<file path="config.mk">
export PLATFORM = sky130hd
export DESIGN_NAME = spi_tx
export DESIGN_NICKNAME = d
export VERILOG_FILES = /design/src/rtl/spi_pkg.sv /design/src/rtl/spi_tx_hold.sv /design/src/rtl/spi_tx.sv
export SDC_FILE = /design/constraint.sdc
export NUM_CORES = 1
export LEC_CHECK = 0
export BUFFER_PORTS_ARGS = -buffer_cell sky130_fd_sc_hd__buf_2
export CAP_MARGIN = 15
export CELL_PAD_IN_SITES_DETAIL_PLACEMENT = 1
export CELL_PAD_IN_SITES_GLOBAL_PLACEMENT = 2
export CORE_UTILIZATION = 39
export CTS_BUF_LIST = sky130_fd_sc_hd__clkbuf_8
export CTS_CLUSTER_SIZE = 24
export DETAILED_ROUTE_END_ITERATION = 10
export MAX_ROUTING_LAYER = met4
export PLACE_DENSITY_LB_ADDON = 0.1
export SYNTH_ARGS = -nofsm -noshare
export SYNTH_HDL_FRONTEND = slang
export SYNTH_SLANG_ARGS = --single-unit
</file>
<file path="constraint.sdc">
create_clock -name clk -period 2 [get_ports clk]
set_input_delay 0.2 -clock clk [delete_from_list [all_inputs] [get_ports clk]]
set_output_delay 0.2 -clock clk [all_outputs]
set_load 0.005 [all_outputs]
</file>
<file path="src/rtl/spi_pkg.sv">
// spi_pkg: shared SPI FSM state type and counter-width helper
package spi_pkg;

    typedef enum logic {IDLE, SHIFT} spi_state_e;

    function automatic int clog2(input int n);
        int w;
        w = 1;
        while ((1 << w) < n) w++;
        return w;
    endfunction

endpackage

</file>
<file path="src/rtl/spi_tx_hold.sv">
// spi_tx_hold: one-deep holding register queuing the next word while the current one shifts
module spi_tx_hold #(
    parameter int DATA_W = 8
) (
    input  logic              clk,
    input  logic              rst_n,
    input  logic              wr,
    input  logic              rd,
    input  logic [DATA_W-1:0] wr_data,
    output logic [DATA_W-1:0] rd_data,
    output logic              valid
);

    logic              valid_q, valid_d;
    logic [DATA_W-1:0] data_q, data_d;

    always_comb begin
        valid_d = wr ? 1'b1 : (rd ? 1'b0 : valid_q);
        data_d  = wr ? wr_data : data_q;
    end

    always_ff @(posedge clk or negedge rst_n) begin
        if (!rst_n) begin
            valid_q <= 1'b0;
            data_q  <= '0;
        end else begin
            valid_q <= valid_d;
            data_q  <= data_d;
        end
    end

    assign valid   = valid_q;
    assign rd_data = data_q;

endmodule

</file>
<file path="src/rtl/spi_tx.sv">
// spi_tx: SPI-style serial transmitter with one-deep queue; SPI_TX_CS_EN adds a cs_n output
module spi_tx
    import spi_pkg::*;
#(
    parameter int DATA_W    = 8,
    parameter bit MSB_FIRST = 1'b1
) (
    input  logic              clk,
    input  logic              rst_n,
    input  logic              clk_en,
    input  logic              wr_en,
    input  logic [DATA_W-1:0] data_in,
    output logic              ready,
    output logic              busy,
    output logic              sent,
    output logic              serial_out,
    output logic              serial_clock
`ifdef SPI_TX_CS_EN
    ,
    output logic              cs_n
`endif
);

    localparam int CNT_W = clog2(DATA_W);
    localparam logic [CNT_W-1:0] LAST = CNT_W'(DATA_W - 1);

    spi_state_e        state_q, state_d;
    logic [DATA_W-1:0] shift_q, shift_d;
    logic [CNT_W-1:0]  bit_cnt_q, bit_cnt_d;
    logic              sclk_q, sclk_d, sout_q, sout_d, sent_q, sent_d;
    logic              hold_valid, hold_wr, hold_rd, last_fall, load;
    logic [DATA_W-1:0] hold_data, load_data;

    function automatic logic first_bit(input logic [DATA_W-1:0] w);
        return MSB_FIRST ? w[DATA_W-1] : w[0];
    endfunction

    spi_tx_hold #(.DATA_W(DATA_W)) u_hold (
        .clk     (clk),
        .rst_n   (rst_n),
        .wr      (hold_wr),
        .rd      (hold_rd),
        .wr_data (data_in),
        .rd_data (hold_data),
        .valid   (hold_valid)
    );

    // A write landing on the last falling edge with hold empty bypasses the hold
    always_comb begin
        last_fall = state_q == SHIFT && sclk_q && bit_cnt_q == LAST;
        load      = (state_q == IDLE && wr_en) || (last_fall && (hold_valid || wr_en));
        load_data = hold_valid ? hold_data : data_in;
        hold_rd   = last_fall && hold_valid;
        hold_wr   = state_q == SHIFT && wr_en && !hold_valid && !last_fall;
        state_d   = state_q;
        shift_d   = shift_q;
        bit_cnt_d = bit_cnt_q;
        sout_d    = sout_q;
        sent_d    = last_fall;
        sclk_d    = state_q == SHIFT && !sclk_q && clk_en;
        if (load) begin
            state_d   = SHIFT;
            shift_d   = load_data;
            bit_cnt_d = '0;
            sout_d    = first_bit(load_data);
        end else if (last_fall) begin
            state_d = IDLE;
        end else if (state_q == SHIFT && sclk_q) begin
            shift_d   = MSB_FIRST ? shift_q << 1 : shift_q >> 1;
            bit_cnt_d = bit_cnt_q + CNT_W'(1);
            sout_d    = first_bit(shift_d);
        end
    end

    always_ff @(posedge clk or negedge rst_n) begin
        if (!rst_n) begin
            state_q   <= IDLE;
            shift_q   <= '0;
            bit_cnt_q <= '0;
            sclk_q    <= 1'b0;
            sout_q    <= 1'b0;
            sent_q    <= 1'b0;
        end else begin
            state_q   <= state_d;
            shift_q   <= shift_d;
            bit_cnt_q <= bit_cnt_d;
            sclk_q    <= sclk_d;
            sout_q    <= sout_d;
            sent_q    <= sent_d;
        end
    end

`ifdef SPI_TX_CS_EN
    logic cs_n_q;

    always_ff @(posedge clk or negedge rst_n) begin
        if (!rst_n) cs_n_q <= 1'b1;
        else        cs_n_q <= state_d != SHIFT;
    end

    assign cs_n = cs_n_q;
`endif

    assign ready        = !hold_valid;
    assign busy         = state_q == SHIFT || hold_valid;
    assign sent         = sent_q;
    assign serial_out   = sout_q;
    assign serial_clock = sclk_q;

endmodule

</file>
==> impl_metrics.ini, run 1 <==
[yosys]
netlist-cell-type-count = 20
netlist_instances = 80
synth-seq-cells = 23
postSynthNetCount = 94
ys_seq_area_share_pct = 55.1
syn_area_per_cell_sq_um = 13.1
syn_area_sq_mm = 0.00104
ys.warnings.count = 0

[layout]
drive_gt1_share_pct = 34.0
antenna_cells = 0
cell_count_final_fillers_out = 133
layout.area.seq_sq_um = 576
nets = 118
total_area_of_multi_input_combinational_cells_sq_um = 452
synthesis_to_finish_area_growth_pct = 18.4
nFillCells = 270

[clock_tree]
h-tree-depth = 1
clk_pin_slew_worst_paths_ns = 0.08
clk_path_buf_depth = 2
tritoncts = done
clockRootBuffer = sky130_fd_sc_hd__clkbuf_8
cts_num_sinks = 23
worst_skew_pair.late_latency_ns = 0.26
cts_inserted_buffers = 3

[sta]
min_period_ns = 1.83
final.setup.tns_ns = 0
worst_clock_skew_ns = 0.00220
finalHoldWorstSlack_ns = 0.141
fmaxAchievable_ghz = 0.547
slew_at_the_pin_with_the_worst_max_slew_slack_ns = 0.714
fin_crit_sh_pct = 91.4
finalSetupViolations = 0
finalMaxSlewViolations = 0
rsz0062_at_grt = false
max_slew_margin_pct = 52.4
final-hold-violation-count = 0

[route]
route.vias.total = 734
drt_iter0_drc = 15
totalWireLength_mm = 2.07
route.detailed.drc = 0
detail_route.first_pass.iterations = 4
postRouteAntennaNets = 0
routed_wire_length_per_instance_um = 15.6
avgViaCountPerCell = 5.52

[die]
dieWidth_um = 53.8
rows = 18
core-area_sq_mm = 0.00250
io_pins = 17
die_height_um = 53.8
start_util_pct = 41.8
fp.dieArea_sq_mm = 0.00289

[pwr]
power_per_standard_cell_area_mw_per_mm2 = 1170
ir_drop_uv = 748
cellLeakagePower_uw = 0.000631

[status]
outcome = completed

[grt]
globalRoute.totalOverflow = 0
largest_net_degree_at_the_start_of_global_routing = 24
track_usage_pct = 16.8
via_count_of_the_first_global_routing_pass = 739
antenna_found_initial = 0
grt_first_pass_wirelength_mm = 3.37

[place]
dpl.hpwl_mm = 1.45
io_buffer_count = 16
post-place-cells = 128
final_weighted_congestion_in_routability_driven_placement = 0.736

[worst_setup_path]
critPathMaxFanout = 8
worstSetupStartpointType = register
timing.critical_path.cells = ha_1 > ha_1 > nand2b_1 > o221ai_1 > a221o_1
worst_path_largest_cell_delay_ns = 0.40
worst-endpoint-required_ns = 2.15
ff2ff_path_depth = 5
critical-path-slowest-cell = sky130_fd_sc_hd__dfrtp_1
timing.critical_path.mode_cell = sky130_fd_sc_hd__ha_1
cp-end-kind = register
critical_path_class = reg2reg
cp_data_arrival_time_ns = 1.97

[run]
timing.max_cap.violations = 0

[min_path]
min-delay-path-class = in2reg
hold-path-cell-count = 3
[critical path, delay by kind of cell (launching register included)]
kind                       cells  cell delay (ns)
AOI/OAI and AO/OA              2             0.73
adders and majority gates      2             0.47
DFF                            1             0.40
and+or+nand+nor                1             0.11
[synth_stat cells]
master	count	area (sq um)
sky130_fd_sc_hd__a22o_1	1	8.76
sky130_fd_sc_hd__dfrtp_1	23	576
sky130_fd_sc_hd__nand2b_1	3	18.8
sky130_fd_sc_hd__nand2_1	1	3.75
sky130_fd_sc_hd__xnor2_1	1	8.76
sky130_fd_sc_hd__ha_1	2	25.0
sky130_fd_sc_hd__or2_2	1	6.26
sky130_fd_sc_hd__a211oi_4	1	20.0
sky130_fd_sc_hd__o221ai_1	1	8.76
sky130_fd_sc_hd__and3b_1	1	8.76
sky130_fd_sc_hd__mux2_2	9	101
sky130_fd_sc_hd__nor2_1	5	18.8
sky130_fd_sc_hd__inv_1	2	7.51
sky130_fd_sc_hd__a21oi_1	2	10.0
sky130_fd_sc_hd__and3_1	1	6.26
sky130_fd_sc_hd__buf_2	2	10.0
sky130_fd_sc_hd__nor3_1	7	35.0
sky130_fd_sc_hd__a21boi_2	1	11.3
sky130_fd_sc_hd__mux2i_1	9	90.1
sky130_fd_sc_hd__a221o_1	7	70.1
[layout by cell type (no fill, tap or decap), drive strengths merged]
cell type and instances:
a21boi 1, o221ai 1, clkbuf 3, and3 1, nor2 5, ha 2, a211oi 1, a221o 7
mux2i 9, xnor2 1, dfrtp 23, a22o 1, or2 1, and3b 1, a21oi 2, nand2 1
inv 3, dlygate4sd3 1, nor3 7, buf 20, mux2 9, nand2b 3
[cell families (layout without fill, tap and decap cells)]
family	after synthesis	in the layout	share of synthesized area, %
and+or+nand+nor	19	19	9.34
xor gates and xnor gates	1	1	0.838
buffers and inverters	4	27	1.68
muxes	18	18	18.3
AOI/OAI and AO/OA	13	13	12.3
DFF	23	23	55.1
adders and majority gates	2	2	2.39
[metal layers]
layer / GRT usage, % / vias up / part of all wire [%]
li1: - / 348 / -
met5: - / - / 0
met1: 23.5 / 357 / 47
met3: 1.69 / 2 / 4.7
met2: 25.5 / 27 / 47
met4: 5.26 / 0 / 0.92
[registers in the layout, summed over array words and instances, names as in the netlist]
name,count
state_q,1
shift_q,7
u_hold.valid,1
u_hold.rd_data,8
sent,1
serial_clock,1
serial_out,1
bit_cnt_q,3
[area by class of cell]
type / count / area share (%)
clock inverter: 1 / 0.303
clock buffer: 3 / 3.34
tap: 30 / 3.03
multi-input combinational: 53 / 36.5
timing repair buffer: 21 / 9.71
sequential: 23 / 46.5
inverter: 2 / 0.607
[power breakdown]
group	switching, uW	total, uW	internal, uW
clock	145	282	137
combinational	189	437	247
sequential	103	735	632
[per-stage QoR]
stage	cell area (sq um)	total power, uW	util (%)	setup slack [ns]
3_5_place_dp	1180	1180	47.3	0.188
4_1_cts	1240	1470	49.5	0.169
2_1_floorplan	1040	1040	-	0.322
6_report	1240	1450	49.5	0.172
5_1_grt	1240	1550	49.5	0.0441
3_3_place_gp	1180	1140	47.3	0.247
[path summary, 6_finish.rpt]
path / startpoint / end / slack (ns)
worst max-delay path: bit_cnt_q[0]$_DFFE_PN0P_ / shift_q[4]$_DFFE_PN0P_ / 0.17
worst min-delay path: clk_en / serial_clock$_DFF_PN0_ / 0.14
worst max register to register: bit_cnt_q[0]$_DFFE_PN0P_ / shift_q[4]$_DFFE_PN0P_ / 0.17
worst min register to register: u_hold.rd_data[0]$_DFFE_PN0P_ / u_hold.rd_data[0]$_DFFE_PN0P_ / 0.51
max in group asynchronous: rst_n / u_hold.rd_data[5]$_DFFE_PN0P_ / 1.21
min in group asynchronous: rst_n / u_hold.rd_data[7]$_DFFE_PN0P_ / 0.45
[timing repair]
| action | CTS | global route |
|---|---|---|
| resized for setup | 0 | 0 |
| endpoints found under the hold margin | 23 | 0 |
| hold buffers | 1 | 0 |
| buffers inserted | 0 | 0 |
Note: power is estimated with default switching activity, not from simulation.
==> inputs of run 2 (changes only) <==
--- a/config.mk
+++ b/config.mk
@@ -10,7 +10,7 @@
 export CELL_PAD_IN_SITES_DETAIL_PLACEMENT = 1
 export CELL_PAD_IN_SITES_GLOBAL_PLACEMENT = 2
 export CORE_UTILIZATION = 39
-export CTS_BUF_LIST = sky130_fd_sc_hd__clkbuf_8
+export CTS_BUF_LIST = sky130_fd_sc_hd__clkbuf_4
 export CTS_CLUSTER_SIZE = 24
 export DETAILED_ROUTE_END_ITERATION = 10
 export MAX_ROUTING_LAYER = met4
==> impl_metrics.ini, run 2 (synthesized netlist as in run 1, its figures left out) <==
[status]
outcome = completed

[layout]
total_area_of_multi_input_combinational_cells_sq_um = 452
synthesis_to_finish_area_growth_pct = 17.0
layout.area.seq_sq_um = 576
cell_count_final_fillers_out = 133
drive_gt1_share_pct = 35.0
antenna_cells = 0
layout_commonest_cell = sky130_fd_sc_hd__dfrtp_1
nFillCells = 269
mostFrequentLayoutCells = sky130_fd_sc_hd__dfrtp_1 (23), sky130_fd_sc_hd__buf_2 (16), sky130_fd_sc_hd__mux2i_1 (9), sky130_fd_sc_hd__mux2_2 (9)
nets = 118
max_ffs_per_register = 8

[sta]
fmaxAchievable_ghz = 0.548
fin_crit_sh_pct = 91.2
slew_at_the_pin_with_the_worst_max_slew_slack_ns = 0.697
worst_clock_skew_ns = 0.00467
final-hold-violation-count = 0
finalSetupViolations = 0
max_slew_margin_pct = 53.5
min_period_ns = 1.82
finalHoldWorstSlack_ns = 0.0854
finalMaxSlewViolations = 0
final.setup.tns_ns = 0
setup_slack_ns = 0.177
rsz0062_at_grt = false

[clock_tree]
clockRootBuffer = sky130_fd_sc_hd__clkbuf_4
clk_path_buf_depth = 2
cts_inserted_buffers = 3
worst_skew_pair.late_latency_ns = 0.30
tritoncts = done
clk_pin_slew_worst_paths_ns = 0.13
cts_num_sinks = 23
h-tree-depth = 1

[route]
totalWireLength_mm = 2.02
route.vias.total = 723
detail_route.first_pass.iterations = 4
avgViaCountPerCell = 5.44
route.detailed.drc = 0
routed_wire_length_per_instance_um = 15.2
drt_iter0_drc = 16
postRouteAntennaNets = 0

[worst_setup_path]
cp-end-kind = register
critical_path_class = reg2reg
critical-path-slowest-cell = sky130_fd_sc_hd__dfrtp_1
timing.critical_path.mode_cell = sky130_fd_sc_hd__ha_1
wp_buf_inv = 0
cpLargestDelayFamily = compound AO/OA/AOI/OAI gates
worst_path_largest_cell_delay_ns = 0.41
cp_data_arrival_time_ns = 2.02
worst-endpoint-required_ns = 2.20
worstSetupStartpointType = register
timing.critical_path.cells = ha_1 > ha_1 > nand2b_1 > o221ai_1 > a221o_1
critPathMaxFanout = 8

[place]
final_weighted_congestion_in_routability_driven_placement = 0.736
post-place-cells = 128
dpl.hpwl_mm = 1.45
io_buffer_count = 16
place_ws_ns = 0.188

[pwr]
p_seq_share_pct = 52.7
power_per_standard_cell_area_mw_per_mm2 = 1140
ir_drop_uv = 525
power.share.switching_pct = 30.5
comb_power_share_pct = 30.9
cell_internal_pwr_uw = 967
p_switching_uw = 425
cellLeakagePower_uw = 0.000622
clkPwrFrac_pct = 16.5

[run]
timing.max_cap.violations = 0

[grt]
via_count_of_the_first_global_routing_pass = 706
grt_first_pass_wirelength_mm = 3.29
track_usage_pct = 16.6
globalRoute.totalOverflow = 0
largest_net_degree_at_the_start_of_global_routing = 24
antenna_found_initial = 0

[min_path]
min-delay-path-class = in2reg

[die]
core-area_sq_mm = 0.00250
io_pins = 17
rows = 18
start_util_pct = 41.8
die_height_um = 53.8
fp.dieArea_sq_mm = 0.00289
dieWidth_um = 53.8
[run 2: changes by cell type in the layout (fill, tap and decap cells not counted), sizes merged]
| cell | before | now |
|---|---|---|
| clkbuf | 3 | 4 |
| inv | 3 | 2 |
[run 2: worst reg2reg max path, cell delays in order, from the launching register on]
cell and delay [ns]:
sky130_fd_sc_hd__dfrtp_1 0.41, sky130_fd_sc_hd__ha_1 0.21, sky130_fd_sc_hd__ha_1 0.27, sky130_fd_sc_hd__nand2b_1 0.11, sky130_fd_sc_hd__o221ai_1 0.32, sky130_fd_sc_hd__a221o_1 0.40
[run 2: per-layer routing]
layer,vias up,track usage [%],wire [um]
li1,351,-,-
met1,354,23.0,982
met2,16,24.9,944
met3,2,2.54,72
met4,0,5.26,15
met5,-,-,0
[run 2: final cells by class]
type                       instances  share of cell area [%]
tap                               30                    3.07
multi-input combinational         53                    36.9
clock buffer                       4                    2.46
sequential                        23                    47.1
inverter                           2                   0.614
timing repair buffer              21                    9.83
[run 2: worst paths after layout]
check,slack [ns],depth (start not counted),to,from
max in group asynchronous,1.27,2,u_hold.rd_data[6]$_DFFE_PN0P_,rst_n
setup reg to reg,0.18,5,shift_q[4]$_DFFE_PN0P_,bit_cnt_q[0]$_DFFE_PN0P_
min in group asynchronous,0.39,2,serial_clock$_DFF_PN0_,rst_n
setup / recovery,0.18,5,shift_q[4]$_DFFE_PN0P_,bit_cnt_q[0]$_DFFE_PN0P_
hold reg to reg,0.52,1,u_hold.rd_data[0]$_DFFE_PN0P_,u_hold.rd_data[0]$_DFFE_PN0P_
hold / removal,0.09,3,serial_clock$_DFF_PN0_,clk_en
[run 2: what timing repair did]
| action | 4_1_cts | 5_1_grt |
|---|---|---|
| endpoints found under the hold margin | 23 | 0 |
| setup endpoints to repair | 0 | 0 |
| buffers inserted | 0 | 0 |
| hold buffers | 1 | 0 |
| gates resized for setup | 0 | 0 |
[run 2: through the flow]
| step | total power (uW) | utilization, % | instance area [sq um] |
|---|---|---|---|
| 2_1_floorplan | 1040 | - | 1040 |
| 3_3_place_gp | 1140 | 47.3 | 1180 |
| 3_5_place_dp | 1180 | 47.3 | 1180 |
| 4_1_cts | 1410 | 48.9 | 1220 |
| 5_1_grt | 1480 | 48.9 | 1220 |
| 6_report | 1390 | 48.9 | 1220 |
[run 2: power by group through the flow]
stage | clock network [uW] | registers (uW) | logic (uW)
global placement | 0 | 731 | 413
finish | 229 | 733 | 430
global route | 249 | 750 | 482
detailed placement | 0 | 740 | 439
floorplan | 0 | 711 | 330
CTS | 237 | 731 | 440
==> inputs of run 3 (changes only) <==
--- a/config.mk
+++ b/config.mk
@@ -15,6 +15,7 @@
 export DETAILED_ROUTE_END_ITERATION = 10
 export MAX_ROUTING_LAYER = met4
 export PLACE_DENSITY_LB_ADDON = 0.1
+export SKIP_CTS_REPAIR_TIMING = 1
 export SYNTH_ARGS = -nofsm -noshare
 export SYNTH_HDL_FRONTEND = slang
 export SYNTH_SLANG_ARGS = --single-unit
==> constraint.sdc (replaced) <==
create_clock -name clk -period 2 [get_ports clk]
set_input_delay 0.2 -clock clk [delete_from_list [all_inputs] [get_ports clk]]
set_output_delay 0.2 -clock clk [all_outputs]
set_load 0.02 [all_outputs]
==> impl_metrics.ini, run 3 (synthesized netlist as in run 1, its figures left out) <==
[clock_tree]
h-tree-depth = 1
clk_pin_slew_worst_paths_ns = 0.13
clockRootBuffer = sky130_fd_sc_hd__clkbuf_4
tritoncts = done
clk_path_buf_depth = 2
cts_inserted_buffers = 3
worst_skew_pair.late_latency_ns = 0.30
cts_num_sinks = 23

[pwr]
cellLeakagePower_uw = 0.000622
power_per_standard_cell_area_mw_per_mm2 = 1150
post-layout-total-power_uw = 1410
ir_drop_uv = 526

[grt]
via_count_of_the_first_global_routing_pass = 700
largest_net_degree_at_the_start_of_global_routing = 24
antenna_found_initial = 0
globalRoute.totalOverflow = 0
track_usage_pct = 16.6
grt_first_pass_wirelength_mm = 3.27

[route]
routed_wire_length_per_instance_um = 15.1
totalWireLength_mm = 2.01
route.detailed.drc = 0
detail_route.first_pass.iterations = 4
avgViaCountPerCell = 5.43
postRouteAntennaNets = 0
route.vias.total = 722
drt_iter0_drc = 17

[worst_setup_path]
timing.critical_path.mode_cell = sky130_fd_sc_hd__ha_1
worst-endpoint-required_ns = 2.20
cp-end-kind = register
worstSetupStartpointType = register
critical_path_class = reg2reg
wp_buf_inv = 0
timing.critical_path.cells = ha_1 > ha_1 > nand2b_1 > o221ai_1 > a221o_1
critPathMaxFanout = 8
worst_path_largest_cell_delay_ns = 0.41
cp_data_arrival_time_ns = 2.02
cpLargestDelayFamily = compound AO/OA/AOI/OAI gates
critical-path-slowest-cell = sky130_fd_sc_hd__dfrtp_1

[sta]
final-hold-violation-count = 0
final.setup.tns_ns = 0
worst_clock_skew_ns = 0.00458
slew_at_the_pin_with_the_worst_max_slew_slack_ns = 0.697
finalMaxSlewViolations = 0
min_period_ns = 1.82
max_slew_margin_pct = 53.5
fin_crit_sh_pct = 91.2
finalSetupViolations = 0
rsz0062_at_grt = false
fmaxAchievable_ghz = 0.548

[layout]
layout_commonest_cell = sky130_fd_sc_hd__dfrtp_1
mostFrequentLayoutCells = sky130_fd_sc_hd__dfrtp_1 (23), sky130_fd_sc_hd__buf_2 (16), sky130_fd_sc_hd__mux2i_1 (9), sky130_fd_sc_hd__mux2_2 (9)
antenna_cells = 0
final_design_area_no_fill_sq_mm = 0.00122
total_area_of_multi_input_combinational_cells_sq_um = 452
synthesis_to_finish_area_growth_pct = 17.0
nFillCells = 269
max_ffs_per_register = 8
drive_gt1_share_pct = 35.0
layout.area.seq_sq_um = 576
nets = 118

[place]
placement.cell_area_sq_mm = 0.00118
io_buffer_count = 16
dpl.hpwl_mm = 1.45
final_weighted_congestion_in_routability_driven_placement = 0.736

[die]
start_util_pct = 41.8
fp.dieArea_sq_mm = 0.00289
core-area_sq_mm = 0.00250
rows = 18
die_height_um = 53.8
io_pins = 17
dieWidth_um = 53.8

[run]
timing.max_cap.violations = 0

[status]
outcome = completed

[min_path]
min-delay-path-class = in2reg
run 3: cell counts in the layout (fill, tap and decap cells not counted):
No cell type changed its count.
run 3: where the power goes:
group / internal (uW) / leakage [uW] / switching, uW
Clock: 91.2 / 0.0000184 / 138
Sequential: 630 / 0.000289 / 103
Combinational: 246 / 0.000315 / 200
Total: 967 / 0.000622 / 440
run 3: worst paths after layout:
path	slack (ns)	from	end	cells after the start
worst max-delay path	0.18	bit_cnt_q[0]$_DFFE_PN0P_	shift_q[4]$_DFFE_PN0P_	5
worst min-delay path	0.09	clk_en	serial_clock$_DFF_PN0_	3
worst max register to register	0.18	bit_cnt_q[0]$_DFFE_PN0P_	shift_q[4]$_DFFE_PN0P_	5
worst min register to register	0.52	u_hold.rd_data[0]$_DFFE_PN0P_	u_hold.rd_data[0]$_DFFE_PN0P_	1
max in group asynchronous	1.27	rst_n	u_hold.rd_data[6]$_DFFE_PN0P_	2
min in group asynchronous	0.39	rst_n	serial_clock$_DFF_PN0_	2
run 3: worst register-to-register path: stages (launching register included):
cell                       delay (ns)
sky130_fd_sc_hd__dfrtp_1         0.41
sky130_fd_sc_hd__ha_1            0.21
sky130_fd_sc_hd__ha_1            0.27
sky130_fd_sc_hd__nand2b_1        0.11
sky130_fd_sc_hd__o221ai_1        0.32
sky130_fd_sc_hd__a221o_1         0.40
run 3: per-layer routing:
| metal | vias up | track usage, % | wire length (um) |
|---|---|---|---|
| met5 | - | - | 0 |
| met2 | 16 | 24.3 | 942 |
| met1 | 353 | 23.3 | 981 |
| li1 | 351 | - | - |
| met3 | 2 | 2.54 | 72 |
| met4 | 0 | 5.26 | 15 |
run 3: cell type report:
type / instances / share of cell area (%)
inverters: 2 / 0.614
well taps: 30 / 3.07
flip-flops and latches: 23 / 47.1
clock buffers: 4 / 2.46
multi-input cells: 53 / 36.9
repair buffers: 21 / 9.83
run 3: through the flow:
step | hold slack, ns | util, % | instances | worst slack, ns
2_1_floorplan | -0.0956 | - | 80 | 0.322
3_3_place_gp | 0.196 | 47.3 | 128 | 0.247
3_5_place_dp | 0.205 | 47.3 | 128 | 0.188
4_1_cts | -0.140 | 48.5 | 132 | 0.174
5_1_grt | 0.0854 | 48.9 | 133 | 0.0521
6_report | 0.0854 | 48.9 | 133 | 0.176
